## src/rtl/piece_bag_gen_pkg.sv

```systemverilog
// Shared types and constants for the bag-rule piece generator.
// Also hosts a small popcount helper used for the bag_remaining output.
package piece_bag_gen_pkg;

    typedef enum logic [2:0] {
        PIECE_I = 3'd0,
        PIECE_O = 3'd1,
        PIECE_T = 3'd2,
        PIECE_S = 3'd3,
        PIECE_Z = 3'd4,
        PIECE_J = 3'd5,
        PIECE_L = 3'd6
    } piece_t;

    typedef enum logic {
        ST_FILL = 1'b0,
        ST_RUN  = 1'b1
    } bag_state_e;

    localparam int          NUM_TETROMINOES = 7;
    localparam logic [15:0] DEFAULT_SEED    = 16'hACE1;
    localparam logic [15:0] DEFAULT_TAPS_16 = 16'hB400;

    function automatic logic [3:0] popcount8(input logic [7:0] v);
        logic [3:0] n;
        n = '0;
        for (int i = 0; i < 8; i++) begin
            n = n + {3'b000, v[i]};
        end
        return n;
    endfunction

endpackage

```

## src/rtl/piece_bag_gen_if.sv

```systemverilog
// Consumer-facing bus of the piece generator: reseed/pop controls in,
// queue head, preview slots and bag occupancy out.
interface piece_bag_gen_if #(
    parameter int NUM_PIECES    = 7,
    parameter int PREVIEW_DEPTH = 3,
    parameter int LFSR_W        = 16
);
    localparam int PIECE_W = $clog2(NUM_PIECES);

    logic                               seed_load;
    logic [LFSR_W-1:0]                  seed_in;
    logic                               piece_pop;
    logic                               piece_valid;
    logic [PIECE_W-1:0]                 piece_out;
    logic [PIECE_W*PREVIEW_DEPTH-1:0]   preview_out;
    logic [3:0]                         bag_remaining;

    modport master (
        output seed_load, seed_in, piece_pop,
        input  piece_valid, piece_out, preview_out, bag_remaining
    );

    modport slave (
        input  seed_load, seed_in, piece_pop,
        output piece_valid, piece_out, preview_out, bag_remaining
    );

endinterface

```

## src/rtl/piece_bag_gen_lfsr.sv

```systemverilog
// Free-running right-shifting Galois LFSR with synchronous reload.
// A zero reload value would lock the register, so it falls back to SEED.
module lfsr_galois #(
    parameter int           W    = 16,
    parameter logic [W-1:0] TAPS = 16'hB400,
    parameter logic [W-1:0] SEED = 16'hACE1
) (
    input  logic         clk,
    input  logic         reset,
    input  logic         load,
    input  logic [W-1:0] load_val,
    output logic [W-1:0] state
);

    always_ff @(posedge clk or posedge reset) begin
        if (reset) begin
            state <= SEED;
        end else if (load) begin
            state <= (load_val == '0) ? SEED : load_val;
        end else begin
            state <= (state >> 1) ^ (state[0] ? TAPS : '0);
        end
    end

endmodule

```

## src/rtl/piece_bag_gen.sv

```systemverilog
// Bag-rule piece generator: draws each ID once per bag in LFSR order and
// keeps a shift-register queue holding the current piece plus the preview.
module piece_bag_gen
    import piece_bag_gen_pkg::*;
#(
    parameter int                NUM_PIECES    = 7,
    parameter int                PREVIEW_DEPTH = 3,
    parameter int                LFSR_W        = 16,
    parameter logic [LFSR_W-1:0] LFSR_TAPS     = DEFAULT_TAPS_16,
    parameter logic [LFSR_W-1:0] SEED          = DEFAULT_SEED
) (
    input  logic            clk,
    input  logic            reset,
    piece_bag_gen_if.slave  bus
);

    localparam int PIECE_W = $clog2(NUM_PIECES);
    localparam int QDEPTH  = PREVIEW_DEPTH + 1;
    localparam int CNT_W   = $clog2(QDEPTH + 1);
    localparam logic [CNT_W-1:0]      QDEPTH_C  = CNT_W'(QDEPTH);
    localparam logic [NUM_PIECES-1:0] FULL_MASK = '1;

    logic [LFSR_W-1:0]     lfsr_state;
    logic                  unused_lfsr_bits;

    bag_state_e            state_q;
    logic                  valid_q;
    logic [NUM_PIECES-1:0] mask_q, mask_d;
    logic [3:0]            remaining_q;
    logic [CNT_W-1:0]      count_q, count_d;
    logic [PIECE_W-1:0]    queue_q [QDEPTH];
    logic [PIECE_W-1:0]    queue_d [QDEPTH];

    logic                  pop;
    logic                  push;
    logic [PIECE_W-1:0]    cand;
    logic [PIECE_W-1:0]    drawn;

    lfsr_galois #(
        .W    (LFSR_W),
        .TAPS (LFSR_TAPS),
        .SEED (SEED)
    ) u_lfsr (
        .clk      (clk),
        .reset    (reset),
        .load     (bus.seed_load),
        .load_val (bus.seed_in),
        .state    (lfsr_state)
    );

    // Only the low PIECE_W bits pick the starting candidate.
    assign unused_lfsr_bits = ^lfsr_state[LFSR_W-1:PIECE_W];

    // First ID still in the bag at or above cand, wrapping past the top ID.
    function automatic logic [PIECE_W-1:0] pick_from_bag(
        input logic [NUM_PIECES-1:0] mask,
        input logic [PIECE_W-1:0]    start
    );
        logic [PIECE_W-1:0] sel;
        logic               found;
        int                 idx;
        sel   = '0;
        found = 1'b0;
        for (int k = 0; k < NUM_PIECES; k++) begin
            idx = (int'(start) + k) % NUM_PIECES;
            if (!found && mask[idx]) begin
                sel   = PIECE_W'(idx);
                found = 1'b1;
            end
        end
        return sel;
    endfunction

    always_comb begin
        pop     = bus.piece_pop & valid_q;
        push    = (count_q < QDEPTH_C) | pop;
        cand    = PIECE_W'(int'(lfsr_state[PIECE_W-1:0]) % NUM_PIECES);
        drawn   = pick_from_bag(mask_q, cand);
        mask_d  = mask_q;
        count_d = count_q;
        queue_d = queue_q;

        if (push) begin
            mask_d[drawn] = 1'b0;
            if (mask_d == '0) begin
                mask_d = FULL_MASK;
            end
        end

        // A pop always comes with a refill, so the queue just slides.
        if (pop) begin
            for (int i = 0; i < QDEPTH - 1; i++) begin
                queue_d[i] = queue_q[i+1];
            end
            queue_d[QDEPTH-1] = drawn;
        end else if (push) begin
            queue_d[count_q] = drawn;
            count_d          = count_q + CNT_W'(1);
        end
    end

    always_ff @(posedge clk or posedge reset) begin
        if (reset) begin
            state_q     <= ST_FILL;
            valid_q     <= 1'b0;
            mask_q      <= FULL_MASK;
            remaining_q <= 4'(NUM_PIECES);
            count_q     <= '0;
            for (int i = 0; i < QDEPTH; i++) begin
                queue_q[i] <= '0;
            end
        end else if (bus.seed_load) begin
            state_q     <= ST_FILL;
            valid_q     <= 1'b0;
            mask_q      <= FULL_MASK;
            remaining_q <= 4'(NUM_PIECES);
            count_q     <= '0;
            for (int i = 0; i < QDEPTH; i++) begin
                queue_q[i] <= '0;
            end
        end else begin
            mask_q      <= mask_d;
            remaining_q <= popcount8(8'(mask_d));
            count_q     <= count_d;
            queue_q     <= queue_d;
            case (state_q)
                ST_FILL: begin
                    if (count_d == QDEPTH_C) begin
                        state_q <= ST_RUN;
                        valid_q <= 1'b1;
                    end
                end
                ST_RUN: begin
                    valid_q <= 1'b1;
                end
                default: begin
                    state_q <= ST_FILL;
                    valid_q <= 1'b0;
                end
            endcase
        end
    end

    assign bus.piece_valid   = valid_q;
    assign bus.piece_out     = queue_q[0];
    assign bus.bag_remaining = remaining_q;

    generate
        for (genvar gi = 0; gi < PREVIEW_DEPTH; gi++) begin : g_preview
            assign bus.preview_out[gi*PIECE_W +: PIECE_W] = queue_q[gi+1];
        end
    endgenerate

endmodule
```

## src/flat_wrapper.sv

```systemverilog
// flat-port wrapper written by rule: the top's interface ports become plain ports
module piece_bag_gen_flat import piece_bag_gen_pkg::*;
#(
    parameter int                NUM_PIECES    = 7,
    parameter int                PREVIEW_DEPTH = 3,
    parameter int                LFSR_W        = 16,
    parameter logic [LFSR_W-1:0] LFSR_TAPS     = DEFAULT_TAPS_16,
    parameter logic [LFSR_W-1:0] SEED          = DEFAULT_SEED
)
  (clk, reset, bus_seed_load, bus_seed_in, bus_piece_pop, bus_piece_valid, bus_piece_out, bus_preview_out, bus_bag_remaining);
  piece_bag_gen_if #(.NUM_PIECES(NUM_PIECES), .PREVIEW_DEPTH(PREVIEW_DEPTH), .LFSR_W(LFSR_W)) bus_i ();
  input  logic clk;
  input  logic reset;
  input wire logic [$bits(bus_i.seed_load)-1:0] bus_seed_load;
  input wire logic [$bits(bus_i.seed_in)-1:0] bus_seed_in;
  input wire logic [$bits(bus_i.piece_pop)-1:0] bus_piece_pop;
  output wire logic [$bits(bus_i.piece_valid)-1:0] bus_piece_valid;
  output wire logic [$bits(bus_i.piece_out)-1:0] bus_piece_out;
  output wire logic [$bits(bus_i.preview_out)-1:0] bus_preview_out;
  output wire logic [$bits(bus_i.bag_remaining)-1:0] bus_bag_remaining;
  assign bus_i.seed_load = bus_seed_load;
  assign bus_i.seed_in = bus_seed_in;
  assign bus_i.piece_pop = bus_piece_pop;
  assign bus_piece_valid = bus_i.piece_valid;
  assign bus_piece_out = bus_i.piece_out;
  assign bus_preview_out = bus_i.preview_out;
  assign bus_bag_remaining = bus_i.bag_remaining;
  piece_bag_gen #(.NUM_PIECES(NUM_PIECES), .PREVIEW_DEPTH(PREVIEW_DEPTH), .LFSR_W(LFSR_W), .LFSR_TAPS(LFSR_TAPS), .SEED(SEED)) u_core (.clk(clk), .reset(reset), .bus(bus_i));
endmodule
```

## config.mk

```make
export PLATFORM = sky130hd
export DESIGN_NAME = piece_bag_gen_flat
export DESIGN_NICKNAME = d
export VERILOG_FILES = /design/src/rtl/piece_bag_gen_pkg.sv /design/src/rtl/piece_bag_gen_if.sv /design/src/rtl/piece_bag_gen_lfsr.sv /design/src/rtl/piece_bag_gen.sv /design/src/flat_wrapper.sv
export SDC_FILE = /design/constraint.sdc
export NUM_CORES = 1
export LEC_CHECK = 0
export CORE_UTILIZATION = 45
export DETAILED_ROUTE_END_ITERATION = 12
export HOLD_SLACK_MARGIN = 0.15
export PLACE_DENSITY_LB_ADDON = 0.1
export SLEW_MARGIN = 20
export SYNTH_ARGS = -nofsm -noshare
export SYNTH_HDL_FRONTEND = slang
export SYNTH_SLANG_ARGS = --single-unit
```

## constraint.sdc

```tcl
create_clock -name clk -period 22.1 [get_ports clk]
set_clock_uncertainty 0.05 [all_clocks]
set_input_delay 5.525 -clock clk [delete_from_list [all_inputs] [get_ports clk]]
set_output_delay 5.525 -clock clk [all_outputs]
set_load 0.03 [all_outputs]
```

# Word level (Yosys, flattened, before mapping)

Cells that the tools add are included.

Add/sub/neg operators: 13
Divide/modulo/power cells: 8
$lt $le $gt $ge: 12
Equal/unequal tests: 2
Multiplexer cells: 58
Bitwise logic cells: 7
Reduce and logical (&&, ||, !) cells: 17

Operators with widths:

| kind                  | number |
|---|---|
| $lt 32x5->1 const B   | 7 |
| $mod 32x4->32 const B | 6 |
| $mod 4x4->32 const B  | 2 |
| $mux 16               | 3 |
| $mux 12               | 3 |
| $mux 3                | 11 |
| $mux 1                | 26 |
| $bmux 1 s3            | 7 |
| $mux 7                | 3 |
| $add 4x1->4           | 5 |
| $logic_not 16->1      | 1 |
| $xor 15x16->16        | 1 |
| $add 3x3->4 const B   | 3 |
| $bwmux 12             | 1 |
| $add 3x2->4 const B   | 2 |
| $logic_and 1x1->1     | 8 |
| $and 7x7->7           | 1 |
| $logic_not 7->1       | 1 |
| $not 7->7             | 1 |
| $demux 3 s2           | 1 |
| $logic_not 1->1       | 6 |
| $add 3x1->4 const B   | 1 |
| $ge 4x3->1 const B    | 1 |
| $lt 3x4->1 const B    | 1 |
| other kinds (15)      | 15 |

Register bits: 44
Input port bits: 20
Output and inout bits: 17

# Longest topological paths before layout

Depth after elaboration: 40
Depth in mapped cells: 33
Gate-level depth less buffers: 31

# Cells and area by module

A second synthesis with hierarchy kept.

Cell total of the unflattened synthesis: 528
Area total of the unflattened synthesis: 4580.6 um^2

By module, submodules not included:

| module        | times used | cells each | area each (um^2) | seq. area each (um^2) |
|---|---|---|---|---|
| piece_bag_gen | 1          | 484        | 3905.0           | 688.2 |
| lfsr_galois   | 1          | 44         | 675.6            | 410.4 |

# Least setup slack after synthesis

Ideal clock, no wire load.

Path type: input -> register
Start point: input port bus_piece_pop
End point: register u_core.remaining_q[2] (netlist: u_core.bus.bag_remaining[2])
Library setup time: 0.095 ns
Arrival: 8.378 ns
Data required time: 21.955 ns
Slack: 13.578 ns
Stages on the path: 15
Buffers on the path: 0
Cells stage by stage: nand2_1 > nand2_1 > o21ai_0 > o21ai_0 > o21ai_1 > ha_1 > fa_1 > inv_1 > fa_1 > inv_1 > ha_1 > inv_1 > fa_1 > xor2_1 > nand2_1

Longest elaborated chain between the ends: 10

Ends and longest elaborated chain:

| element                   | RTL line                | RTL |
|---|---|---|
| start, declared           | flat_wrapper.sv:16      | `input wire logic [$bits(bus_i.piece_pop)-1:0] bus_piece_pop;` |
| $and 1x1->1 (*)           | piece_bag_gen.sv:75     | `pop = bus.piece_pop & valid_q;` |
| $or 1x1->1 (*)            | piece_bag_gen.sv:76     | `push = (count_q < QDEPTH_C) \| pop;` |
| $mux 7 (*)                | piece_bag_gen.sv:83     | `if (push) begin` |
| $add 1x1->2               | piece_bag_gen_pkg.sv:28 | `n = n + {3'b000, v[i]};` |
| $add 4x1->4 (4 in series) | piece_bag_gen_pkg.sv:28 |  |
| $add 4x1->4 (*)           | piece_bag_gen_pkg.sv:28 |  |
| $mux 4 (*)                | piece_bag_gen.sv:112    | `end else if (bus.seed_load) begin` |
| end signal, assigned      | piece_bag_gen.sv:107    | `remaining_q <= 4'(NUM_PIECES);` |
| end signal, assigned      | piece_bag_gen.sv:116    | `remaining_q <= 4'(NUM_PIECES);` |
| end signal, assigned      | piece_bag_gen.sv:123    | `remaining_q <= popcount8(8'(mask_d));` |
| end, declared             | piece_bag_gen.sv:29     | `logic [3:0] remaining_q;` |

Every way passes the cells marked *; elsewhere a longest branch is shown, timed or not.
A chain may end at the register's enable or synchronous reset.

# Worst setup path in the final report

Start point: register u_core.u_lfsr.state[0]
End point: register u_core.remaining_q[2] (netlist: u_core.bus.bag_remaining[2])

Longest elaborated chain between the ends: 40
Elaborated cells between the ends (all ways): 77
Classes of those cells: add/sub: 12; div: 8; order compare: 2; mux: 39; bitwise: 2; reduce/logical: 14

Ends and longest elaborated chain:

| element                                                        | RTL line                 | RTL |
|---|---|---|
| start, declared                                                | piece_bag_gen_lfsr.sv:12 | `output logic [W-1:0] state` |
| start signal, assigned                                         | piece_bag_gen_lfsr.sv:19 | `state <= (load_val == '0) ? SEED : load_val;` |
| start signal, assigned                                         | piece_bag_gen_lfsr.sv:21 | `state <= (state >> 1) ^ (state[0] ? TAPS : '0);` |
| $mod 4x4->32 (*)                                               | piece_bag_gen.sv:77      | `cand = PIECE_W'(int'(lfsr_state[PIECE_W-1:0]) % NUM_PIECES);` |
| branches (longest 22 deep; another with $mod 32x4->32)         | -                        |  |
| $mux 3 (*)                                                     | piece_bag_gen.sv:66      | `if (!found && mask[idx]) begin` |
| $lt 3x4->1 (implied by the code) or $ge 3x1->1 (tied branches) | piece_bag_gen.sv:84      | `mask_d[drawn] = 1'b0;` |
| $logic_and 1x1->1 (implied by the code)                        | piece_bag_gen.sv:84      |  |
| $mux 1 (implied by the code)                                   | piece_bag_gen.sv:84      |  |
| $demux 1 s3 (*)                                                | -                        |  |
| $not 7->7 (no line) (*)                                        | -                        |  |
| $and 7x7->7 (no line) (*)                                      | -                        |  |
| $logic_not 7->1                                                | piece_bag_gen.sv:85      | `if (mask_d == '0) begin` |
| $mux 7 (*)                                                     | piece_bag_gen.sv:85      |  |
| $mux 7 (*)                                                     | piece_bag_gen.sv:83      |  |
| $add 1x1->2                                                    | piece_bag_gen_pkg.sv:28  |  |
| $add 4x1->4 (4 in series)                                      | piece_bag_gen_pkg.sv:28  |  |
| $add 4x1->4 (*)                                                | piece_bag_gen_pkg.sv:28  |  |
| $mux 4 (*)                                                     | piece_bag_gen.sv:112     |  |

Mark *: on every way between the ends. The select of a mux whose other input is x is not followed.

==> reports/metrics.yaml <==
outcome:
  status: "finished clean"
timing:
  setup_viol: 0
  finalSetupTns_ns: 0
  grt_setup_unrepaired: "no"
  slew_headroom: 0.347
  drv_slew: 0
  hold_ws_ns: 0.418
  fmax_mhz: 107
  timing.final.crit_share: 0.422
  worst_pin_slew_ns: 0.980
  hold_viol: 0
  period_needed_ns: 9.32
hold_path:
  hold_end: "u_core.u_lfsr.state[7]"
  whs_path_depth: 1
  hp-class: "reg2reg"
  hp-start: "u_core.u_lfsr.state[8]"
floorplan:
  start_util: 0.463
  core_sq_um: 9240
  die-area_sq_um: 9900
  die_h_microns: 99.5
  num_rows: 35
  die_w_microns: 99.5
  pin_count: 37
synth:
  synth_area_sq_um: 4280
  synthArstFlopShare: 1.00
  synthFlopType: "dfrtp_1"
  synth_mux_area_frac: 0.0708
  synth_cell_types: 89
  synth-simple-area-share: 0.189
  synth-edff-count: 0
  synth_fa_ha_area_frac: 0.0930
  synth.avg_cell_area_sq_um: 8.93
  ys_ff_latch: 44
  synthCells: 479
  ys_warn_count: 0
  synth_top_family_by_area: "compound AO/OA/AOI/OAI gates"
  syn-num-nets: 529
  yosysSeqAreaShare: 0.263
  synth_compound_area_frac: 0.304
  synth-xor-area-share: 0.0237
cells_and_area:
  n_antenna_cell: 0
  fin_util: 0.521
  num-fill-cells: 884
  fin_area_sq_um: 4810
  final_cell_mix: "43 x nor2_1, 36 x clkdlybuf4s50_1, 29 x inv_1"
  final_common_cell: "nor2_1"
  drive_above_1_share: 0.147
  area_growth_pct: 12.5
  instances_no_fill: 631
  num-nets-final: 551
flow_run:
  drv_cap: 0
route:
  wl_per_cell_microns: 18.0
  drt_first_pass_iters: 4
  routed_via_density: 6.14
  vias: 3877
  initialDrtViolationCount: 190
  route.detailed.drc: 0
  wirelength_microns: 11400
  antenna_left: 0
placement:
  gp_congestion: 0.961
  dpl.cell_count: 623
  place_area_sq_um: 4700
  portBuffers: 36
  hpwl_microns: 8500
setup_path:
  worst_r2r_endpoint: "u_core.bus.bag_remaining[2]"
  cpMostUsedCell: "ha_1"
  cp-startpoint: "u_core.u_lfsr.state[0]"
  rrSetupSlack_ns: 12.78
  path_max_fanout: 26
  crit_path_start_kind: "flip-flop"
  ff2ff_path_depth: 27
  cpPeakStageDelay_ns: 0.84
  end_kind: "flip-flop"
  cp_slowest_cell: "dfstp_2"
  worstPathArrival_ns: 9.48
  critPathRequiredTime_ns: 22.26
  criticalPathCategory: "reg2reg"
  r2r-start: "u_core.u_lfsr.state[0]"
power_and_ir_drop:
  power_density_nw_per_um2: 134
  p_leak_nw: 1.97
  ir_drop_mv: 0.177
clock_network:
  h-tree-depth: 2
  clk_pin_slew_ns: 0.09
  cts_buffers: 5
  postCtsSetupBuffers: 0
  cts_tree: "yes"
  clock_sinks: 44
  postCtsResizedCells: 0
  cts_buffer_depth: 2
  ctsHoldBuffers: 0
  insertion_delay_ns: 0.30
  cts_root_buf: "clkbuf_8"
grt:
  grt_pass1_vias: 3724
  antenna_found_initial: 0
  grt_overflow: 0
  grt_max_degree: 45
  track_usage: 0.241
  grt_pass1_wl_microns: 19100
-- report_power, final --
| part | leakage [nW] | internal [W] | switching [W] |
|---|---|---|---|
| clock network | 0.0541 | 0.0000335 | 0.0000293 |
| logic | 1.40 | 0.000183 | 0.000256 |
| registers | 0.524 | 0.000112 | 0.0000308 |
| total | 1.97 | 0.000328 | 0.000316 |
-- stage by stage --
step	setup WS, ns	total power [W]
2_1_floorplan	13.58	0.000472
3_3_place_gp	12.81	0.000577
3_5_place_dp	12.77	0.000579
4_1_cts	12.84	0.000645
5_1_grt	12.04	0.000713
6_report	12.78	0.000644
-- critical path: cells and delay by family (launching register included) --
kind                       cells  cell delay (ns)
adders and majority gates      8             3.01
AOI/OAI and AO/OA              8             2.62
and+or+nand+nor                4             1.24
muxes                          2             0.90
DFF                            1             0.84
buffers and inverters          4             0.40
xor gates and xnor gates       1             0.14
-- state kept, by name, summed over array words and instances (netlist names) --
signal                    count
u_core.mask_q                 7
u_core.bus.bag_remaining      4
u_core.count_q                3
u_core.bus.piece_valid        1
u_core.u_lfsr.state          16
u_core.bus.preview_out        9
u_core.state_q                1
u_core.bus.piece_out          3
-- routing by layer --
metal | share of wire | global-route usage
met1 | 0.49 | 0.348
met2 | 0.46 | 0.391
met3 | 0.042 | 0.0253
met4 | 0.014 | 0.0520
met5 | 0 | 0
-- logic make-up (layout without fill, tap and decap cells) --
family / after synthesis / in the layout
AOI/OAI and AO/OA: 167 / 167
xor gates and xnor gates: 10 / 10
adders and majority gates: 30 / 30
buffers and inverters: 56 / 79
DFF: 44 / 44
muxes: 24 / 24
and+or+nand+nor: 148 / 148
-- cell type report --
| class | count | area, sq um | share of cell area |
|---|---|---|---|
| clock inverter | 3 | 42.5 | 0.00884 |
| clock buffer | 5 | 68.8 | 0.0143 |
| timing repair buffer | 40 | 390 | 0.0811 |
| inverter | 31 | 116 | 0.0242 |
| multi-input combinational | 379 | 2910 | 0.605 |
| tap | 129 | 161 | 0.0335 |
| sequential | 44 | 1120 | 0.233 |
-- synthesized netlist by cell type (4+ instances only) --
master / n / area share
nand3b_1: 4 / 0.0070
or3_1: 5 / 0.0073
o221ai_1: 4 / 0.0082
nand3_1: 11 / 0.013
o211ai_2: 5 / 0.015
nor4_1: 7 / 0.010
mux2_2: 10 / 0.026
nand2_1: 25 / 0.022
a21o_1: 6 / 0.011
nor2_1: 43 / 0.038
a22oi_1: 14 / 0.025
a211oi_1: 13 / 0.023
xnor2_1: 8 / 0.016
o21ai_0: 27 / 0.032
and2_1: 8 / 0.012
a21bo_2: 4 / 0.0094
buf_2: 4 / 0.0047
o21ai_1: 6 / 0.0070
mux4_2: 4 / 0.021
inv_1: 30 / 0.026
a311oi_1: 4 / 0.0082
o211ai_1: 9 / 0.016
nor3_1: 4 / 0.0047
mux2i_1: 10 / 0.023
nand2b_1: 8 / 0.012
clkbuf_1: 9 / 0.0079
dfrtp_1: 26 / 0.15
nand4_1: 4 / 0.0058
dfstp_2: 18 / 0.11
ha_1: 27 / 0.079
and3_1: 5 / 0.0073
buf_1: 6 / 0.0053
o22a_1: 6 / 0.012
a21oi_1: 19 / 0.022
-- how the worst max path moves through the flow --
stage,end,slack [ns],cells after the start
finish,u_core.bus.bag_remaining[2],12.78,27
CTS,u_core.bus.bag_remaining[2],12.84,27
detailed placement,u_core.bus.bag_remaining[2],12.77,15
floorplan,u_core.bus.bag_remaining[2],13.58,15
global placement,u_core.bus.bag_remaining[2],12.81,15
global route,u_core.bus.bag_remaining[2],12.04,27
No activity file was read; power rests on OpenSTA's default activity.
